File: config.mk
export PLATFORM = sky130hd
export DESIGN_NAME = uart_rx_fifo
export DESIGN_NICKNAME = d
export VERILOG_FILES = /design/src/rtl/uart_pkg.sv /design/src/rtl/uart_edge_det.sv /design/src/rtl/uart_rx_fifo.sv
export SDC_FILE = /design/constraint.sdc
export NUM_CORES = 1
export LEC_CHECK = 0
export BUFFER_PORTS_ARGS = -buffer_cell sky130_fd_sc_hd__buf_4
export CAP_MARGIN = 0
export CORE_MARGIN = 1.5
export CORE_UTILIZATION = 50
export DETAILED_ROUTE_END_ITERATION = 16
export MAX_ROUTING_LAYER = met4
export PLACE_DENSITY = 0.71
export SKIP_LAST_GASP = 1
export SLEW_MARGIN = 20
export SYNTH_ARGS = -nofsm -noshare
export SYNTH_HDL_FRONTEND = slang
export SYNTH_HIERARCHICAL = 1
export SYNTH_SLANG_ARGS = --single-unit
File: constraint.sdc
create_clock -name clk -period 5.3 [get_ports clk]
set_clock_uncertainty 0.15 [all_clocks]
set_input_delay 0.53 -clock clk [delete_from_list [all_inputs] [get_ports clk]]
set_output_delay 0.53 -clock clk [all_outputs]
set_load 0.005 [all_outputs]
File: src/rtl/uart_pkg.sv
// Shared UART types: data width, rx FIFO entry layout, parity modes.
// Imported by the rx/tx blocks and the receive FIFO.
package uart_pkg;

  localparam int UART_DATA_W = 8;
  localparam int UART_ENTRY_W = UART_DATA_W + 1;

  typedef enum logic [1:0] {
    PAR_NONE = 2'b00,
    PAR_ODD  = 2'b01,
    PAR_EVEN = 2'b10
  } uart_parity_e;

  typedef struct packed {
    logic                   perr;
    logic [UART_DATA_W-1:0] data;
  } uart_rx_entry_t;

endpackage

File: src/rtl/uart_edge_det.sv
// Rising-edge detector: one flop plus AND, async active-low reset.
// Ports: clk, rst_n, d_i (level in), rise_o (high on the 0->1 cycle).
module uart_edge_det (
  input  logic clk,
  input  logic rst_n,
  input  logic d_i,
  output logic rise_o
);

  logic d_q;

  always_ff @(posedge clk or negedge rst_n) begin
    if (!rst_n) d_q <= 1'b0;
    else        d_q <= d_i;
  end

  assign rise_o = d_i & ~d_q;

endmodule

File: src/rtl/uart_rx_fifo.sv
// Receive FIFO behind the UART: buffers {perr, byte} per rx_done edge,
// host pops via rd_en (1-cycle latency to rd_valid), sticky overflow.
// Ports: clk, rst_n, rx_done/rx_byte/rx_perr in; rd_en, ovf_clr in;
// rd_data/rd_perr/rd_valid, empty, full, count, overflow out.
// Option UART_RX_FIFO_ALMOST_FULL_EN adds AF_LEVEL and almost_full.
module uart_rx_fifo
  import uart_pkg::*;
#(
  parameter int DEPTH  = 16,
  parameter int ADDR_W = 4
`ifdef UART_RX_FIFO_ALMOST_FULL_EN
  ,parameter int AF_LEVEL = DEPTH - 2
`endif
) (
  input  logic                   clk,
  input  logic                   rst_n,
  input  logic                   rx_done,
  input  logic [UART_DATA_W-1:0] rx_byte,
  input  logic                   rx_perr,
  input  logic                   rd_en,
  input  logic                   ovf_clr,
  output logic [UART_DATA_W-1:0] rd_data,
  output logic                   rd_perr,
  output logic                   rd_valid,
  output logic                   empty,
  output logic                   full,
  output logic [ADDR_W:0]        count,
  output logic                   overflow
`ifdef UART_RX_FIFO_ALMOST_FULL_EN
  ,output logic                  almost_full
`endif
);

  localparam logic [ADDR_W:0] FULL_CNT = (ADDR_W+1)'(DEPTH);

  uart_rx_entry_t mem_q [DEPTH];

  logic [ADDR_W-1:0] wr_ptr_q, wr_ptr_d;
  logic [ADDR_W-1:0] rd_ptr_q, rd_ptr_d;
  logic [ADDR_W:0]   count_q, count_d;
  uart_rx_entry_t    rd_ent_q, rd_ent_d;
  logic              rd_valid_q;
  logic              ovf_q, ovf_d;
  logic              wr_req, wr_go, rd_go;

  uart_edge_det u_done_edge (
    .clk    (clk),
    .rst_n  (rst_n),
    .d_i    (rx_done),
    .rise_o (wr_req)
  );

  assign empty = (count_q == '0);
  assign full  = (count_q == FULL_CNT);

  // A pop frees a slot in the same cycle, so a full FIFO still accepts.
  assign rd_go = rd_en & ~empty;
  assign wr_go = wr_req & (~full | rd_go);

  always_comb begin
    wr_ptr_d = wr_ptr_q;
    rd_ptr_d = rd_ptr_q;
    count_d  = count_q;
    rd_ent_d = rd_ent_q;
    if (wr_go) wr_ptr_d = wr_ptr_q + ADDR_W'(1);
    if (rd_go) begin
      rd_ptr_d = rd_ptr_q + ADDR_W'(1);
      rd_ent_d = mem_q[rd_ptr_q];
    end
    unique case (1'b1)
      wr_go & ~rd_go: count_d = count_q + (ADDR_W+1)'(1);
      rd_go & ~wr_go: count_d = count_q - (ADDR_W+1)'(1);
      default:        count_d = count_q;
    endcase
    // Set wins over clear.
    ovf_d = (wr_req & full & ~rd_go) | (ovf_q & ~ovf_clr);
  end

  always_ff @(posedge clk) begin
    if (wr_go) mem_q[wr_ptr_q] <= '{perr: rx_perr, data: rx_byte};
  end

  always_ff @(posedge clk or negedge rst_n) begin
    if (!rst_n) begin
      wr_ptr_q   <= '0;
      rd_ptr_q   <= '0;
      count_q    <= '0;
      rd_ent_q   <= '0;
      rd_valid_q <= 1'b0;
      ovf_q      <= 1'b0;
    end else begin
      wr_ptr_q   <= wr_ptr_d;
      rd_ptr_q   <= rd_ptr_d;
      count_q    <= count_d;
      rd_ent_q   <= rd_ent_d;
      rd_valid_q <= rd_go;
      ovf_q      <= ovf_d;
    end
  end

  assign rd_data  = rd_ent_q.data;
  assign rd_perr  = rd_ent_q.perr;
  assign rd_valid = rd_valid_q;
  assign count    = count_q;
  assign overflow = ovf_q;

`ifdef UART_RX_FIFO_ALMOST_FULL_EN
  logic af_q;

  always_ff @(posedge clk or negedge rst_n) begin
    if (!rst_n) af_q <= 1'b0;
    else        af_q <= (count_d >= (ADDR_W+1)'(AF_LEVEL));
  end

  assign almost_full = af_q;
`endif

endmodule

Word level (Yosys, flattened, before mapping)
Memories as Yosys holds them, arrays and structs flattened. A register that Yosys moved wholly into a read port is not among the register bits.
Index checks and enable logic that the tools add are counted.
{"block": "totals", "register_bits": 16, "latch_bits": 0, "mem_bits_rw": 144, "romBits": 0, "inputBits": 14, "output_inout_bits": 18, "wordCells": 34, "memories": 1}
{"memory": "mem_q", "words": 16, "width": 9, "read_ports": 1, "rd_ports_with_merged_regs": 1, "wr": 1, "line_no": "uart_rx_fifo.sv:36", "text": "uart_rx_entry_t mem_q [DEPTH];"}
{"block": "classes", "add_sub_neg": 4, "n_mul": 0, "div_mod_pow": 0, "order_cmp": 0, "n_eq_ne": 1, "n_shift": 0, "n_mux": 3, "n_bitwise": 16, "reduce_logical": 3}
{"cell": "$pmux W5 S2", "n": 1}
{"cell": "$add A4 B1 Y4 const B", "n": 2}
{"cell": "$and A1 B1 Y1", "n": 8}
{"cell": "$not A1 Y1", "n": 6}
{"cell": "$add A5 B1 Y5 const B", "n": 1}
{"cell": "$eq A5 B5 Y1 const B", "n": 1}
{"cell": "$logic_not A5 Y1", "n": 1}
{"cell": "$sub A5 B1 Y5 const B", "n": 1}
{"cell": "$mux W1", "n": 2}
{"cell": "$or A1 B1 Y1", "n": 2}
{"cell": "$reduce_bool A2 Y1", "n": 1}
{"cell": "$logic_not A1 Y1", "n": 1}

Depth between registers and ports, before layout
Gate-level depths: netlist (run 1).
{"block": "depth", "ltp_word": 8, "depth_mapped": 9, "ltp_nobuf": 8}

Cells and area by module
The synthesis (run 1) kept the hierarchy.
{"module": "uart_rx_fifo", "instances": 1, "cells_per_inst": 340, "area_per_inst_um2": 6691.4, "seq_area_each_um2": 4924.7}
{"module": "uart_edge_det", "instances": 1, "cells_per_inst": 2, "area_per_inst_um2": 38.8, "seq_area_each_um2": 25.0}

Least setup slack after synthesis (run 1)
No wires, ideal clock.
{"block": "synth_timing", "path_kind": "flip-flop to flip-flop", "from": "reg count_q[0], in the netlist count[0]", "to": "reg count_q[4], in the netlist count[4]", "setup_time_ns": 0.136, "t_arrival_ns": 2.997, "required_ns": 5.014, "path_slack_ns": 2.017, "path_stages_with_launch": 10, "n_path_buf": 1, "synth_period_minus_slack_ns": 3.283, "cell_sequence": "dfrtp_1 -> or4_4 -> o21ai_4 -> buf_2 -> nor2_1 -> fa_1 -> a21o_1 -> a2111o_1 -> o211ai_1 -> or3b_2"}
{"block": "synth_via", "elab_chain_cells": 8, "elab_cells_between_ends": 15, "classes_between": "add/sub (2); eq/ne (1); mux (1); bitwise (9); reduce/logical (2)"}
{"element": "from (decl)", "line_no": "uart_rx_fifo.sv:40", "text": "logic [ADDR_W:0] count_q, count_d;"}
{"element": "from (signal assigned)", "line_no": "uart_rx_fifo.sv:94", "text": "count_q <= count_d;"}
{"element": "$logic_not A5 Y1", "line_no": "uart_rx_fifo.sv:53", "text": "assign empty = (count_q == '0);"}
{"element": "$not A1 Y1", "line_no": "uart_rx_fifo.sv:57", "text": "assign rd_go = rd_en & ~empty;"}
{"element": "$and A1 B1 Y1", "line_no": "uart_rx_fifo.sv:57"}
{"element": "$or A1 B1 Y1", "line_no": "uart_rx_fifo.sv:58", "text": "assign wr_go = wr_req & (~full | rd_go);"}
{"element": "$and A1 B1 Y1", "line_no": "uart_rx_fifo.sv:58"}
{"element": "$not A1 Y1", "line_no": "uart_rx_fifo.sv:72", "text": "rd_go & ~wr_go: count_d = count_q - (ADDR_W+1)'(1);"}
{"element": "$and A1 B1 Y1", "line_no": "uart_rx_fifo.sv:72"}
{"element": "$pmux W5 S2 or $reduce_bool A2 Y1 (tied branches)"}
Parallel ways exist; a longest one is shown, timed or not.
A chain may end at the register's enable or synchronous reset.

Final worst setup path (run 1)
Ends and elaborated chain as after synthesis.

==> metrics.cfg, run 1 <==
[status]
outcome=completed

[min_path]
holdCritPathClass=input pin to flip-flop
hp-start=rx_done
hold_path_depth=1
whs_endpoint=u_done_edge/d_q

[clock_tree]
h-tree-depth=4
tritoncts=yes
cts_resized=0
cts_buffers=17
clk_pin_slew_ns=0.06
cts_sinks=169
root_buffer=clkbuf_16
cts_max_path_buffers=2
clkLatencyLatePin_ns=0.42

[setup_path]
cp_cell_sequence=or4_4, o21ai_4, nor2_1, fa_1, a21o_1, a2111o_1, o211ai_1, or3b_2
crit_family=simple AND/OR/NAND/NOR gates
worstReg2RegEnd=count[4]
worstSetupStartpointType=flip-flop
r2r_cells=8
critPathRequiredTime_ns=5.44
r2r-start=count[0]
critPathSlowestCell=or4_4
cp_num_buf_inv=0
cp_max_fo=13
setup.worst_path.end_class=flip-flop
ff2ff_setup_slack_ns=1.81
critical_path_class=flip-flop to flip-flop
cpPeakStageDelay_ns=0.61
critPathArrivalTime_ns=3.63

[floorplanning]
start_util_pct=51.02
coreArea_mm2=0.01319
pin_count=32
die_area_mm2=0.01417
die_height_um=119.0
die_w_um=119.0
row_count=42

[synthesis]
synthesis.area_mm2=0.006730
synthFlopType=edfxtp_1
netlist.area_leader.share_pct=64.25
yosys-top-cells-count=144 x edfxtp_1, 36 x mux4_2, 25 x dfrtp_1
ys_seq_area_share_pct=73.55
synth_top_area_cell=edfxtp_1
ys_top_cells_by_area=edfxtp_1 64%, mux4_2 12%, dfrtp_1 9.3%
yosysUniqueCellTypes=39
syn_nets=365
synth_area_per_cell_um2=19.68
synth_seq_cells=169
async_flop_share_pct=14.79
yosysMostFrequentCell=edfxtp_1
synth_cells=342
ys_warn_count=6
synth_edf_count=144

[power]
p_leak_uw=0.002674
p_per_area_mw_per_mm2=513.0
vdd_drop_max_mv=0.2654

[final_layout]
nets=405
layout-drive-gt1-share_pct=27.34
antenna_cells=0
area_growth_pct=15.10
design_area_mm2=0.007746

[timing]
hold_violations=0
tns_ns=0
fin_crit_ns=3.491
report.final.slew_viol_count=0
slew_headroom_pct=26.11
fin_crit_sh_pct=65.87
setup_viol=0
fmax_mhz=286.4
worstMarginPinSlew_ns=1.104
grt_setup_unrepaired=no

[flow_run]
maxCapViolCount=0

[drt]
drt_iter0_markers=311
routed_wl_mm=12.10
vias=3245
antenna_left=0
vias_per_cell=5.683
wl_per_cell_um=21.19
drc=0
dr.pass1.iters=5

[placement]
dp_hpwl_mm=7.490
port_buffers=31
gp_congestion=0.7962
placedInstanceArea_mm2=0.007148

[global_routing]
overflow=0
grt_pass1_vias=3378
grt_use_total_pct=19.16
grt_max_degree=35
grt_pass1_wl_mm=18.98
antenna_found_initial=0

[how the worst max path moves through the flow]
stage / startpoint / to / slack [ns] / cells past startpoint
2_1_floorplan: count[0] / count[4] / 2.02 / 9
3_3_place_gp: count[0] / count[4] / 1.90 / 8
3_5_place_dp: count[0] / count[4] / 1.83 / 8
4_1_cts: count[0] / count[4] / 1.81 / 8
5_1_grt: count[0] / count[4] / 1.65 / 8
6_report: count[0] / count[4] / 1.81 / 8
[logic make-up after synthesis]
kind of cell,count (synthesis),synth area share [%]
simple gates,53,3.737
buf+inv,23,1.506
fa+ha+maj,9,1.785
xor+xnor,9,1.171
mux,59,15.71
flops,169,73.55
compound gates,20,2.547
[where the power goes]
part / leakage, uW / internal, uW / switching [uW]
Clock: 0.000275 / 741 / 482
Sequential: 0.00160 / 1590 / 241
Combinational: 0.000802 / 525 / 395
Total: 0.00267 / 2860 / 1120
[what timing repair did]
action	4_1_cts	5_1_grt
hold buffers	1	0
endpoints found under the hold margin	25	0
setup buffers	0	0
[sequential cells by signal (all words and copies together) (netlist names)]
signal	cells
rd_valid	1
overflow	1
count	5
rd_data	8
wr_ptr_q	4
rd_perr	1
mem_q	144
u_done_edge/d_q	1
rd_ptr_q	4
[stage by stage]
stage          std cells  setup WS [ns]  total power [uW]  hold WS (ns)  utilization, %
2_1_floorplan        342          2.017              2472       0.08441               -
3_3_place_gp         538          1.895              2764        0.3078           54.19
3_5_place_dp         538          1.830              2796        0.3173           54.19
4_1_cts              571          1.808              4008       0.07177           58.73
5_1_grt              571          1.651              4160       0.06380           58.73
6_report             571          1.809              3974       0.08181           58.73
[layout by cell type, fill, tap and decap left out, types with 2 or more instances in the layout]
cell type,netlist,final
mux2_1,3,3
buf_4,1,36
clkinv_4,0,2
clkbuf_16,0,17
inv_1,6,6
edfxtp_1,144,144
clkbuf_1,4,4
dfrtp_1,25,23
nand2_1,21,21
a21oi_1,2,2
o221ai_1,8,8
ha_1,8,8
nand2b_1,3,3
dfrtp_2,0,2
nor2_1,15,15
mux4_2,36,36
mux2i_1,19,19
bufinv_16,0,3
nor3_1,5,5
xnor2_1,8,8
nand4_1,2,2
a21o_1,2,2
clkinvlp_4,0,3
[per-layer routing]
metal  GRT usage (%)  vias up  share of wire [%]
met5               -        -                  0
met4           6.627        0                1.3
met3           4.693       14                5.1
met2           29.95      103                 50
met1           24.92     1678                 43
li1                -     1450                  -
[final cells by class]
type	count	area (um2)
Sequential cell	169	4952
Clock buffer	21	440.4
Timing Repair Buffer	37	280.3
Inverter	7	26.28
Fill cell	970	5444
Tap cell	176	220.2
Clock inverter	11	147.6
Multi-Input combinational cell	150	1679
No activity file was read; power rests on OpenSTA's default activity.
==> run 2: changes to the inputs <==
Settings changed: ABC_AREA set to 1.
Clock period 5.3 ns to 3.5 ns, I/O delays scaled along.
==> metrics.cfg, run 2 <==
[floorplanning]
row_count=44  ; +4.8%
start_util_pct=51.11  ; +0.082 points
coreArea_mm2=0.01448  ; +9.8%
die_w_um=124.7  ; +4.7%
die_area_mm2=0.01554  ; +9.7%
pin_count=32  ; unchanged
die_height_um=124.7  ; +4.7%

[drt]
antenna_left=0  ; unchanged
drt_iter0_markers=340  ; +9.3%
wl_per_cell_um=17.28  ; -18%
vias=4872  ; +50%
routed_wl_mm=16.09  ; +33%
drc=0  ; unchanged
dr.pass1.iters=5  ; unchanged
vias_per_cell=5.233  ; -7.9%

[min_path]
holdCritPathClass=input pin to flip-flop

[final_layout]
layout_commonest_cell=nand2_1
regMostFlops=mem_q
nets=757  ; +87%
stdcell_count=931  ; +63%
design_area_mm2=0.008359  ; +7.9%
final_core_util_pct=57.73  ; -0.99 points
antenna_cells=0  ; unchanged
area_growth_pct=12.97
multiInputGateArea_mm2=0.001879  ; +12%
largest_reg_flops=144  ; unchanged
mostFrequentLayoutCells=245 x nand2_1, 144 x edfxtp_1, 98 x nand3_1, 93 x inv_1, 36 x buf_4
layout-drive-gt1-share_pct=11.38  ; -16 points
fill_cells=1206  ; +24%
regArea_mm2=0.004951  ; about the same

[timing]
hold_violations=0  ; unchanged
fmax_mhz=380.0  ; +33%
grt_setup_unrepaired=no
slew_headroom_pct=41.30  ; +15 points
worstMarginPinSlew_ns=0.8773  ; -0.2270 ns
report.final.slew_viol_count=0  ; unchanged
fin_crit_sh_pct=75.20  ; +9.3 points
setup_viol=0  ; unchanged
fin_crit_ns=2.632  ; -0.8592 ns
tns_ns=0  ; unchanged

[placement]
gp_congestion=0.9078  ; +14%
port_buffers=31  ; unchanged
dp_cells=896  ; +67%
placedInstanceArea_mm2=0.007706  ; +7.8%
dp_hpwl_mm=10.20  ; +36%

[global_routing]
grt_pass1_vias=4898  ; +45%
grt_use_total_pct=22.51  ; +3.4 points
grt_pass1_wl_mm=25.67  ; +35%
antenna_found_initial=0  ; unchanged
grt_max_degree=84  ; +140%
overflow=0  ; unchanged

[setup_path]
critPathRequiredTime_ns=3.68  ; -1.76 ns
critical_path_class=flip-flop to flip-flop
critPathArrivalTime_ns=2.81  ; -0.82 ns
worstSetupStartpointType=flip-flop
setup.worst_path.end_class=flip-flop
cp_max_fo=15  ; +2

[synthesis]
netlist.area_leader.share_pct=58.44  ; -5.8 points
synth_edf_count=144  ; unchanged
yosys-top-cells-count=245 x nand2_1, 144 x edfxtp_1, 98 x nand3_1
ys_warn_count=6  ; unchanged
yosysUniqueCellTypes=26  ; -33%
ys_seq_area_share_pct=66.89  ; -6.7 points
async_flop_share_pct=14.79  ; unchanged
synth_seq_cells=169  ; unchanged
synthFlopType=edfxtp_1
yosysMostFrequentCell=nand2_1
synth_area_per_cell_um2=10.51  ; -47%
syn_nets=727  ; +99%
synth_top_area_cell=edfxtp_1
ys_top_cells_by_area=edfxtp_1 58%, nand2_1 12%, dfrtp_1 8.5%
synthesis.area_mm2=0.007400  ; +9.9%
synth_cells=704  ; +110%

[flow_run]
maxCapViolCount=0  ; unchanged

[clock_tree]
cts_buffers=17  ; unchanged
cts_max_path_buffers=2  ; unchanged
cts_sinks=169  ; unchanged
root_buffer=clkbuf_16
clkLatencyLatePin_ns=0.43  ; about the same
clk_pin_slew_ns=0.06  ; about the same
h-tree-depth=4  ; unchanged
tritoncts=yes
cts_resized=0  ; unchanged

[status]
outcome=completed

[power]
p_per_area_mw_per_mm2=792.6  ; +54%
p_leak_uw=0.003618  ; +35%
totalPowerFinal_uw=6626  ; +67%
vdd_drop_max_mv=0.5212  ; +96%

[run 2: cell count changes after synthesis, sizes merged, moves of 8 or more]
cell | before | now
o211ai | 1 | 9
inv | 7 | 98
mux2i | 20 | 0
o221ai | 8 | 0
buf | 12 | 27
nand2 | 22 | 251
mux4 | 36 | 0
nand3 | 0 | 101
[run 2: layout make-up]
cell class | count | area share (%)
timing repair buffer | 39 | 3.592
sequential | 169 | 59.23
tap | 184 | 2.754
clock inverter | 15 | 2.365
inverter | 100 | 4.490
clock buffer | 17 | 5.089
multi-input combinational | 407 | 22.48
[run 2: cell families after synthesis]
| group | after synthesis | share of synthesized area, % |
|---|---|---|
| simple gates | 373 | 21.20 |
| compound gates | 16 | 1.403 |
| flops | 169 | 66.89 |
| buf+inv | 128 | 7.711 |
| fa+ha+maj | 9 | 1.623 |
| xor+xnor | 9 | 1.167 |
[run 2: stage by stage]
| stage | hold slack, ns | setup slack (ns) |
|---|---|---|
| detailed placement | 0.1245 | 0.9234 |
| global route | 0.09032 | 0.6245 |
| CTS | 0.06305 | 0.8940 |
| finish | 0.06993 | 0.8681 |
| global placement | 0.1176 | 1.036 |
| floorplan | -0.09559 | 1.397 |
[run 2: where the power goes]
part	switching, uW	total, uW	internal (uW)
Sequential	147	2550	2400
Combinational	1420	2110	686
Clock	775	1970	1190
[run 2: path summary, 6_finish.rpt]
kind	from	endpoint	slack, ns	cells past startpoint
worst max register to register	count[1]	count[4]	0.87	13
worst min-delay path	rd_en	overflow	0.07	4
max in group asynchronous	rst_n	rd_ptr_q[0]	2.70	2
worst max-delay path	count[1]	count[4]	0.87	13
worst min register to register	rd_data[1]	rd_data[1]	0.34	2
min in group asynchronous	rst_n	count[2]	0.22	2
[run 2: repair_timing]
action / in CTS / in global routing
setup endpoints to repair: 0 / 0
hold buffers: 3 / 0
endpoints found under the hold margin: 27 / 0
buffers inserted: 0 / 0
[run 2: worst max-delay path, stage by stage, from the launching register on]
cell and delay (ns):
dfrtp_1 0.45, nor2_1 0.24, nand3_2 0.12, nand2_2 0.23, inv_2 0.17, nand2_2 0.13
inv_1 0.10, fa_1 0.42, nand3_1 0.13, nand3_1 0.09, nand2_1 0.12, nand3_1 0.07
nand2_1 0.08, inv_1 0.04
[run 2: routing by layer]
| layer | global-route usage (%) | up-vias | routed length [um] |
|---|---|---|---|
| met3 | 4.210 | 37 | 930 |
| met4 | 9.533 | 0 | 449 |
| met5 | - | - | 0 |
| met1 | 27.98 | 2321 | 6626 |
| met2 | 36.49 | 166 | 8085 |
| li1 | - | 2348 | - |
==> run 3: changes to the inputs <==
Settings changed: PLACE_DENSITY 0.71 to 0.73.
Clock period 3.5 ns to 2.3 ns, I/O delays scaled along.
==> metrics.cfg, run 3 (synthesis gave the netlist of run 2 again) <==
[clock_tree]
cts_buffers=17  ; unchanged
tritoncts=yes
cts_max_path_buffers=2  ; unchanged
clkLatencyLatePin_ns=0.43  ; about the same
root_buffer=clkbuf_16
postCtsSetupBuffers=0  ; unchanged
clk_pin_slew_ns=0.06  ; about the same
h-tree-depth=4  ; unchanged
cts_sinks=169  ; unchanged

[power]
vdd_drop_max_mv=0.6685  ; +28%
combPwrFrac_pct=35.0  ; +3.2 points
p_leak_uw=0.003736  ; +3.2%
switching_share_pct=36.34  ; +0.99 points
power_switching_uw=3544  ; +51%
totalPowerFinal_uw=9753  ; +47%
p_per_area_mw_per_mm2=1140  ; +44%
pwr-share-clk_pct=25.5  ; -4.2 points
intPower_uw=6209  ; +45%
seqPwrFrac_pct=39.5  ; +1.0 points

[timing]
slew_headroom_pct=72.99  ; +32 points
fmax_mhz=469.6  ; +24%
fin_crit_ns=2.129  ; -0.5024 ns
grt_setup_unrepaired=no
fin_crit_sh_pct=92.59  ; +17 points
tns_ns=0  ; unchanged
hold_violations=0  ; unchanged
worstMarginPinSlew_ns=0.4051  ; -0.4721 ns
setup_viol=0  ; unchanged
report.final.slew_viol_count=0  ; unchanged

[drt]
routed_wl_mm=16.11  ; +0.11%
vias_per_cell=5.201  ; -0.61%
vias=5019  ; +3.0%
dr.pass1.iters=5  ; unchanged
wl_per_cell_um=16.69  ; -3.4%
drt_iter0_markers=421  ; +24%
antenna_left=0  ; unchanged
drc=0  ; unchanged

[placement]
dp_cells=921  ; +2.8%
dp_hpwl_mm=10.19  ; -0.11%
gp_congestion=0.8262  ; -9.0%
port_buffers=31  ; unchanged

[floorplanning]
die_area_mm2=0.01554  ; unchanged
die_height_um=124.7  ; unchanged
coreArea_mm2=0.01448  ; unchanged
row_count=44  ; unchanged
pin_count=32  ; unchanged
start_util_pct=51.11  ; unchanged
die_w_um=124.7  ; unchanged

[final_layout]
layout_commonest_cell=nand2_1
stdcell_count=965  ; +3.7%
mostFrequentLayoutCells=245 x nand2_1, 144 x edfxtp_1, 98 x nand3_1, 93 x inv_1, 59 x buf_4
area_growth_pct=15.62
regMostFlops=mem_q
antenna_cells=0  ; unchanged
final_core_util_pct=59.09  ; +1.4 points
layout-drive-gt1-share_pct=13.70  ; +2.3 points
nets=791  ; +4.5%
largest_reg_flops=144  ; unchanged

[setup_path]
setup.worst_path.end_class=flip-flop
r2r_cells=13  ; unchanged
critical_path_class=flip-flop to flip-flop
critPathRequiredTime_ns=2.47  ; -1.21 ns
critPathArrivalTime_ns=2.30  ; -0.51 ns
cp_cell_sequence=nor2_2, nand3_2, nand2_2, inv_2, nand2_2, inv_1, ha_1, a21oi_1, nand3_1, nand2_1, nand3_1, nand2_1, inv_1
cp_num_buf_inv=3  ; unchanged
critPathSlowestCell=dfrtp_1
worstSetupStartpointType=flip-flop
path_depth=13  ; unchanged
ff2ff_setup_slack_ns=0.17  ; -0.70 ns
cp_max_fo=4  ; -11
crit_family=simple AND/OR/NAND/NOR gates
cpPeakStageDelay_ns=0.42  ; -0.03 ns

[global_routing]
grt_pass1_vias=5044  ; +3.0%
antenna_found_initial=0  ; unchanged
grt_use_total_pct=22.75  ; +0.23 points
grt_max_degree=82  ; -2.4%
grt_pass1_wl_mm=25.97  ; +1.2%
overflow=0  ; unchanged

[flow_run]
maxCapViolCount=0  ; unchanged

[min_path]
hold_path_depth=1  ; -3
holdCritPathClass=input pin to flip-flop

[status]
outcome=completed

run 3: cell count changes in the layout (fill, tap and decap cells not counted), sizes merged:
cell and delta:
buf +25, bufinv -4, clkbuf +1, clkinv +3, clkinvlp +3, dlygate4sd3 +9
inv -3
run 3: what timing repair did:
action,4_1_cts,5_1_grt
gates resized for setup,0,1
hold buffers,12,0
endpoints found under the setup margin,0,1
endpoints found under the hold margin,126,0
run 3: worst paths after layout:
path,startpoint,end
max in group asynchronous,rst_n,rd_ptr_q[0]
hold / removal,rx_byte[0],mem_q[2][0]
setup / recovery,count[2],count[4]
hold reg to reg,rd_data[4],rd_data[4]
min in group asynchronous,rst_n,count[0]
setup reg to reg,count[2],count[4]
run 3: routing by layer:
metal  wire, um  track usage [%]  vias to the layer above
li1           -                -                     2417
met1       6699            28.64                     2375
met2       8033            36.52                      198
met3       1052            4.296                       29
met4        324            9.398                        0
met5          0                -                        -
run 3: final cells by class:
type / instances / area [um2]
Clock buffer: 18 / 429.2
Clock inverter: 14 / 85.08
Fill cell: 1195 / 5923
Inverter: 100 / 375.4
Multi-Input combinational cell: 407 / 1882
Sequential cell: 169 / 4951
Tap cell: 184 / 230.2
Timing Repair Buffer: 73 / 603.1
run 3: stage by stage:
stage	setup slack [ns]	hold WS [ns]	cell area [um2]
2_1_floorplan	0.1965	-0.2156	7400
3_3_place_gp	0.1984	0.004417	7919
3_5_place_dp	0.1601	0.008353	7919
4_1_cts	0.1516	0.0002217	8553
5_1_grt	0.003785	0.007790	8556
6_report	0.1705	0.01259	8556
run 3: power groups by stage:
stage / sequential [uW] / combinational [uW] / clock, uW
2_1_floorplan: 3890 / 2330 / 0
3_3_place_gp: 3900 / 3300 / 0
3_5_place_dp: 3900 / 3350 / 0
4_1_cts: 3850 / 3400 / 2520
5_1_grt: 3890 / 3780 / 2660
6_report: 3850 / 3410 / 2490
